<file path="src/rtl/lfsr_rewind.sv">
// lfsr_rewind
// Sequential inverse stepper for the 8-bit Fibonacci LFSR in npc. Forward
// step is {s[4]^s[3]^s[2]^s[0], s[7:1]}. Given a state and a step count N,
// the block walks the register backwards one inverse step per clock and
// presents the state N forward steps earlier.
//
// Ports:
//   clk        in   single clock, rising edge
//   rst_n      in   asynchronous active-low reset
//   in_valid   in   request present
//   in_ready   out  block can accept a request (IDLE only)
//   in_state   in   8-bit LFSR state to rewind from
//   in_steps   in   CNT_W-bit number of inverse steps
//   out_valid  out  result present (DONE only)
//   out_ready  in   consumer takes the result
//   out_state  out  8-bit state after N inverse steps
//   busy       out  high whenever the FSM is not in IDLE
module lfsr_rewind #(
  parameter int CNT_W = 8
) (
  input  logic             clk,
  input  logic             rst_n,
  input  logic             in_valid,
  output logic             in_ready,
  input  logic [7:0]       in_state,
  input  logic [CNT_W-1:0] in_steps,
  output logic             out_valid,
  input  logic             out_ready,
  output logic [7:0]       out_state,
  output logic             busy
);

  typedef enum logic [1:0] {
    IDLE,
    RUN,
    DONE
  } fsm_t;

  fsm_t             fsm;
  fsm_t             fsm_next;
  logic [7:0]       st;
  logic [7:0]       st_next;
  logic [CNT_W-1:0] cnt;
  logic [CNT_W-1:0] cnt_next;

  // Inverse of the forward step: the bit shifted out at the bottom is
  // recovered from the feedback bit (now at the top) and the surviving taps.
  function automatic logic [7:0] prev_state(input logic [7:0] n);
    return {n[6:0], n[7] ^ n[3] ^ n[2] ^ n[1]};
  endfunction

  always_ff @(posedge clk or negedge rst_n) begin
    if (!rst_n) begin
      fsm <= IDLE;
      st  <= 8'h00;
      cnt <= '0;
    end else begin
      fsm <= fsm_next;
      st  <= st_next;
      cnt <= cnt_next;
    end
  end

  // RUN is only entered with a nonzero count, so the decrement never wraps;
  // the last step is taken on the edge where cnt is 1.
  always_comb begin
    fsm_next  = fsm;
    st_next   = st;
    cnt_next  = cnt;
    in_ready  = 1'b0;
    out_valid = 1'b0;
    case (fsm)
      IDLE: begin
        in_ready = 1'b1;
        if (in_valid) begin
          st_next  = in_state;
          cnt_next = in_steps;
          fsm_next = (in_steps != '0) ? RUN : DONE;
        end
      end
      RUN: begin
        st_next  = prev_state(st);
        cnt_next = cnt - CNT_W'(1);
        if (cnt == CNT_W'(1)) begin
          fsm_next = DONE;
        end
      end
      DONE: begin
        out_valid = 1'b1;
        if (out_ready) begin
          fsm_next = IDLE;
        end
      end
      default: begin
        fsm_next = IDLE;
      end
    endcase
  end

  assign out_state = st;
  assign busy      = (fsm != IDLE);

endmodule

</file>
<file path="config.mk">
export PLATFORM = sky130hd
export DESIGN_NAME = lfsr_rewind
export DESIGN_NICKNAME = d
export VERILOG_FILES = /design/src/rtl/lfsr_rewind.sv
export SDC_FILE = /design/constraint.sdc
export NUM_CORES = 1
export LEC_CHECK = 0
export ABC_AREA = 1
export ABC_CLOCK_PERIOD_IN_PS = 1300
export CAP_MARGIN = 20
export CORE_MARGIN = 2
export CORE_UTILIZATION = 45
export CTS_BUF_LIST = sky130_fd_sc_hd__clkbuf_4 sky130_fd_sc_hd__clkbuf_8
export DETAILED_ROUTE_END_ITERATION = 6
export PLACE_DENSITY = 0.79
export SYNTH_ARGS = -nofsm -noshare
export SYNTH_HDL_FRONTEND = slang
export SYNTH_SLANG_ARGS = --single-unit
</file>
<file path="constraint.sdc">
create_clock -name clk -period 1.3 [get_ports clk]
set_clock_uncertainty 0.2 [all_clocks]
set_input_delay 0.13 -clock clk [delete_from_list [all_inputs] [get_ports clk]]
set_output_delay 0.13 -clock clk [all_outputs]
set_load 0.1 [all_outputs]
</file>
==> results.txt <==
----------------------------------------------------
[Timing]
  Pin slew with the least headroom to its limit ... 289 ps
  Final cycle utilization of the critical path ... 125%
  RSZ-0062 raised after global routing ... true
  Minimum clock period ... 1630 ps
  Min setup slack post-route ... -330 ps
  Total count of max-transition violations in the final report ... 0
  Worst hold slack after final layout ... 257 ps
  Number of endpoints with negative hold slack in the final report ... 0
  Relative slew slack ... 80.5%
  Setup violation total in the final timing report ... 25
  Achievable Freq ... 0.613 GHz

[Synth]
  Number of instances in the synthesized netlist ... 162
  Fraction of the yosys area taken by sequential cells ... 39.2%
  Synthesized-area fraction occupied by ao, oa, aoi and oai cells ... 18.8%
  Synth Area in Adders ... 2.18%
  Post-synthesis area per instance ... 7.09 µm²
  Cell Area, Synth ... 1150 µm²
  Total number of yosys warnings ... 0
  Fraction of synthesized cell area in xor and xnor cells ... 0%
  Count of state elements after synthesis ... 18
  Simple-gate share of the synthesized area ... 26.9%
  Number of different library cells in the post-synthesis netlist ... 20
  Mux share of post-synthesis cell area ... 0%
  Combinational family with the most area after synthesis ... simple AND/OR/NAND/NOR gates
  Post-synth net total ... 184

[Global routing]
  Pin count of the biggest net entering global routing ... 19
  GR Util met2 ... 59.0%
  Vias in the first global route ... 1492
  Initial antenna violation count ... 0
  GRT met3 Usage ... 5.46%
  Met1 layer usage reported by global route ... 37.3%
  Wire length of the first global-routing pass ... 6.93 mm
  Remaining Overflow, GRT ... 0
  All-layer global routing usage ... 33.5%
  Busiest metal layer after global routing ... met2

[Critical path]
  Worst path required time ... 970 ps
  Reg-to-Reg End ... cnt[4]$_DFFE_PN0P_
  Worst reg2reg path startpoint ... cnt[0]$_DFFE_PN0P_
  Critical path startpoint ... fsm[0]$_DFFE_PN0P_
  CP Cell Sequence ... buf_6 > nor2_4 > inv_2 > buf_12
  Crit path largest cell delay ... 460 ps
  Worst path buffer plus inverter count ... 3
  Category of the worst setup path capture point ... output pin
  Reg-to-reg setup timing slack ... -320 ps
  CP delay by family, top ... flip-flops
  Total number of cells along the worst setup path ... 4
  Peak fanout along the critical path ... 4
  Category of the most critical setup path ... flip-flop to output pin
  Arrival time of data at the critical path endpoint ... 1300 ps
  Endpoint of the most critical setup path ... busy
  Logic depth of the worst register-to-register path ... 7
  Setup crit start kind ... flip-flop
  Slowest cell on crit path ... dfrtp_2

[Clock tree]
  Clock transition at the registers of the reported paths ... 120 ps
  CTS tree ... built
  Maximum level of the CTS H-tree ... 1
  Buffer levels on the longest clock path ... 2
  Insertion delay to the later sink of the worst-skew pair ... 330 ps
  Clock sink total ... 18
  Clk root buf ... clkbuf_4
  Total CTS buffers ... 3

[Outcome]
  Failing checks ... negative setup slack
  Run status ... finished with violations

[Finish]
  Area added between synthesis and finish ... 80.9%
  Layout cells sized above 1 ... 41.0%
  Number of nets in the layout ... 250
  Area of combinational cells with multiple inputs ... 657 µm²
  Antenna Cells ... 0
  Fill cell instance count of the final layout ... 116
  Finished Core Util ... 84.7%
  Finished Cell Area ... 2080 µm²
  Flip-flop and latch area ... 473 µm²

[Placed design]
  Routability congestion estimate ... 0.871
  Placed instance area ... 1730 µm²
  HPWL after detailed placement ... 2.47 mm
  Count of input and output buffers ... 30

[Detailed routing]
  Overall via count from detail_route ... 1567
  WL/cell ... 19.7 µm
  Drt via density ... 6.10
  DR DRC count ... 0
  Drt pass-1 iters ... 5
  Number of routed nets with antenna violations ... 0
  DRC violation total after the first TritonRoute iteration ... 84
  Total wire length ... 5.08 mm

[Job]
  Number of violations of the max-capacitance limit ... 0

[Min path]
  Class of the tightest hold or removal check ... input pin to flip-flop

[Die]
  Chip width ... 54.5 µm
  Core outline area ... 2450 µm²
  Row cnt ... 18
  Initial core utilization ... 46.8%
  I/O pin count ... 31
  Total die area ... 2970 µm²
  Vert. Die Dim ... 54.5 µm

----------------------------------------------------
worst min-delay path: cells and delay by family:
| family | cells | cell delay [ps] |
|---|---|---|
| buf+inv | 1 | 490 |
| compound gates | 2 | 150 |
cell type report:
cell class	count	area share [%]
Inverter	25	5.24
Sequential cell	18	22.8
Timing Repair Buffer	66	36.4
Timing Repair inverter	1	0.421
Clock buffer	4	1.75
Multi-Input combinational cell	113	31.6
Tap cell	30	1.81
routing by layer:
metal	wire length (µm)	vias up
met3	440	57
met4	464	0
met2	2410	130
met5	0	-
li1	-	653
met1	1760	727
cells in the final DEF, fill, tap and decap left out, drive strengths merged:
master | Yosys | routed
nand2 | 42 | 42
nor3 | 1 | 1
o211ai | 7 | 7
nor2 | 20 | 20
ha | 2 | 2
dlygate4sd3 | 0 | 1
nand3 | 9 | 9
a21oi | 6 | 6
clkdlybuf4s50 | 0 | 19
inv | 25 | 25
clkinv | 0 | 1
o21ai | 22 | 22
clkbuf | 0 | 4
dfrtp | 18 | 18
o31ai | 1 | 1
nand4 | 2 | 2
or2 | 1 | 1
buf | 6 | 46
logic make-up (layout without fill, tap and decap cells):
family | Yosys count | count (layout)
buffers and inverters | 31 | 96
AOI/OAI and AO/OA | 36 | 36
DFF | 18 | 18
and+or+nand+nor | 75 | 75
adders and majority gates | 2 | 2
timing repair:
item	4_1_cts	5_1_grt
resized for setup	32	18
buffers inserted	11	5
setup endpoints to repair	25	25
cloned	2	0
hold endpoints to repair	18	0
hold buffers	1	0
pin swaps	4	7
per-stage QoR:
| stage | TNS [ps] | std cells | worst slack [ps] |
|---|---|---|---|
| global placement | -3170 | 234 | -216 |
| global route | -6150 | 257 | -374 |
| CTS | -4030 | 252 | -279 |
| finish | -5210 | 257 | -330 |
| detailed placement | -4100 | 234 | -285 |
| floorplan | -2860 | 162 | -911 |
worst min-delay path by stage:
stage	slack, ps	startpoint	to	cells past startpoint
5_1_grt	260	in_state[3]	out_state[3]$_DFFE_PN0P_	3
4_1_cts	260	in_steps[2]	cnt[2]$_DFFE_PN0P_	3
2_1_floorplan	-370	rst_n	cnt[0]$_DFFE_PN0P_	0
3_5_place_dp	280	rst_n	out_state[2]$_DFFE_PN0P_	2
3_3_place_gp	280	rst_n	cnt[0]$_DFFE_PN0P_	2
6_report	260	in_steps[2]	cnt[2]$_DFFE_PN0P_	3
Yosys cell counts, drive strengths merged:
cell | count | area (µm²)
a21oi | 6 | 30.0
buf | 6 | 53.8
dfrtp | 18 | 450
ha | 2 | 25.0
inv | 25 | 93.8
nand2 | 42 | 165
nand3 | 9 | 45.0
nand4 | 2 | 12.5
nor2 | 20 | 75.1
nor3 | 1 | 5.00
o211ai | 7 | 52.6
o21ai | 22 | 121
o31ai | 1 | 12.5
or2 | 1 | 6.26
sequential cells by signal (all words and copies together), names as in the netlist:
name,cells
cnt,8
fsm,2
out_state,8
Power is not shown: default switching activity piles up to over one toggle a cycle in this logic, so the estimate is an artifact.
==> patch: new RTL, same settings <==
The 3 states of `fsm_t` get a one-hot encoding in 3 bits.
--- a/src/rtl/lfsr_rewind.sv
+++ b/src/rtl/lfsr_rewind.sv
@@ -30,10 +30,10 @@
   output logic             busy
 );
 
-  typedef enum logic [1:0] {
-    IDLE,
-    RUN,
-    DONE
+  typedef enum logic [2:0] {
+    IDLE = 3'b001,
+    RUN  = 3'b010,
+    DONE = 3'b100
   } fsm_t;
 
   fsm_t             fsm;
Check against the original RTL: same outputs for any inputs over 10 cycles, from zero or initial values and one cycle with rst_n low; not proved beyond that.
==> patch against the original RTL <==
The flow still finishes with violations (negative setup slack). Synthesized area up 8.4%. First-iteration DRC count fell by 44%. Setup slack got worse by 0.13 ns. Wire length down 18%. Design area grew 5.1%. Sequential cell count rose by 1. Critical path depth rose by 1. Worst hold slack gained 0.0037 ns. Highest routed layer unchanged.
Power is left out: the tool's default activity adds up to more than one toggle a clock period on the data nets, which glitch-free logic cannot reach.
==> patch: results (changes against the original RTL) <==
synth-compound-area-share_pct: 12.86  # -6.0 points
syn_area_per_cell_sq_um: 6.803  # -4.1%
finalWorstSetupSlack_ns: -0.4605  # -0.1302 ns
hold_depth: 5  # +2
grt_use_total_pct: 24.84  # -8.7 points
grt_pass1_vias: 1401  # -6.1%
whs_endpoint: "out_state[1]"
synth_nets: 205  # +11%
failed_checks: "negative setup slack"
min_from: "in_state[1]"
grt_pass1_wl_um: 6251  # -9.9%
dp_cells: 269  # +15%
synth-adder-area-share_pct: 2.010  # -0.17 points
fin_nets: 275  # +10%
cts-resized-gates: 33  # +3.1%
setup_viol: 24  # -4.0%
crit_arrival_ns: 1.43  # +0.13 ns
wire_per_inst_um: 14.70  # -26%
clkLatencyLatePin_ns: 0.30  # -0.03 ns
synth_common_cells: "nand2_1, inv_1, o21ai_0"
r2r_start: "fsm[0]"
yosysUniqueCellTypes: 21  # +5.0%
r2r_end: "cnt[1]"
place_hpwl_um: 2488  # +0.89%
dr.first_iter.drc_count: 47  # -44%
r2r_slack_ns: -0.38  # -0.06 ns
synth_area_leaders: "dfrtp_1, nand2_1, o21ai_0"
max_stage_delay_ns: 0.57  # +0.11 ns
drt-vias-per-instance: 5.117  # -16%
status: "finished, violations left"
grt_max_degree: 20  # +1
reg2reg_depth: 8  # +1
slowest_stage: "dfstp_2"
drt-pass1-iter-count: 4  # -1
place.gp.congestion: 0.8059  # -7.5%
tightest_slew_ns: 0.3207  # +0.03155 ns
post_cts_buffers: 4  # -7
patch: worst max-delay path by stage:
stage                               to  slack [ns]  cells after the start  startpoint
final                             busy       -0.46                      5      fsm[0]
after global routing              busy       -0.50                      5      fsm[0]
after CTS                         busy       -0.45                      5      fsm[0]
after detailed placement  out_state[7]       -0.26                      8      fsm[0]
after global placement    out_state[4]       -0.21                      8      fsm[0]
after floorplan                 fsm[0]       -1.54                      5      fsm[0]
patch: worst reg2reg max path: stages (launching register included):
cell and delay, ns:
dfstp_2 0.57, inv_2 0.05, buf_4 0.13, nand3_4 0.18
buf_12 0.17, nand2_2 0.05, o21ai_1 0.08, nand2_1 0.08
o21ai_1 0.09
patch: layout make-up:
cell class,instances,area [sq um]
repair buffers,67,784.5
multi-input cells,133,735.7
fillers,165,503.0
flip-flops and latches,19,480.5
inverters,29,113.9
well taps,31,38.79
clock buffers,4,30.03
patch: kinds of logic (layout without fill, tap and decap cells):
| logic type | Yosys count | in the layout |
|---|---|---|
| compound gates | 31 | 31 |
| fa+ha+maj | 2 | 2 |
| flops | 19 | 19 |
| simple gates | 98 | 100 |
| buf+inv | 33 | 100 |
patch: through the flow:
step           setup slack (ns)  area (sq um)  setup TNS [ns]  util [%]
6_report                -0.4605          2183          -7.593     81.28
5_1_grt                 -0.4970          2183          -8.644     81.28
3_5_place_dp            -0.2590          1922          -4.364     71.54
4_1_cts                 -0.4478          2097          -6.367     78.06
2_1_floorplan            -1.536          1265          -21.29         -
3_3_place_gp            -0.2131          1922          -3.659     71.54
patch: routing by layer:
layer | global-route usage (%) | up-vias | wire length [um]
met1 | 34.85 | 668 | 1743
met2 | 41.36 | 54 | 2169
met5 | 0 | - | 0
li1 | - | 720 | -
met3 | 3.456 | 6 | 194
met4 | 4.082 | 0 | 54
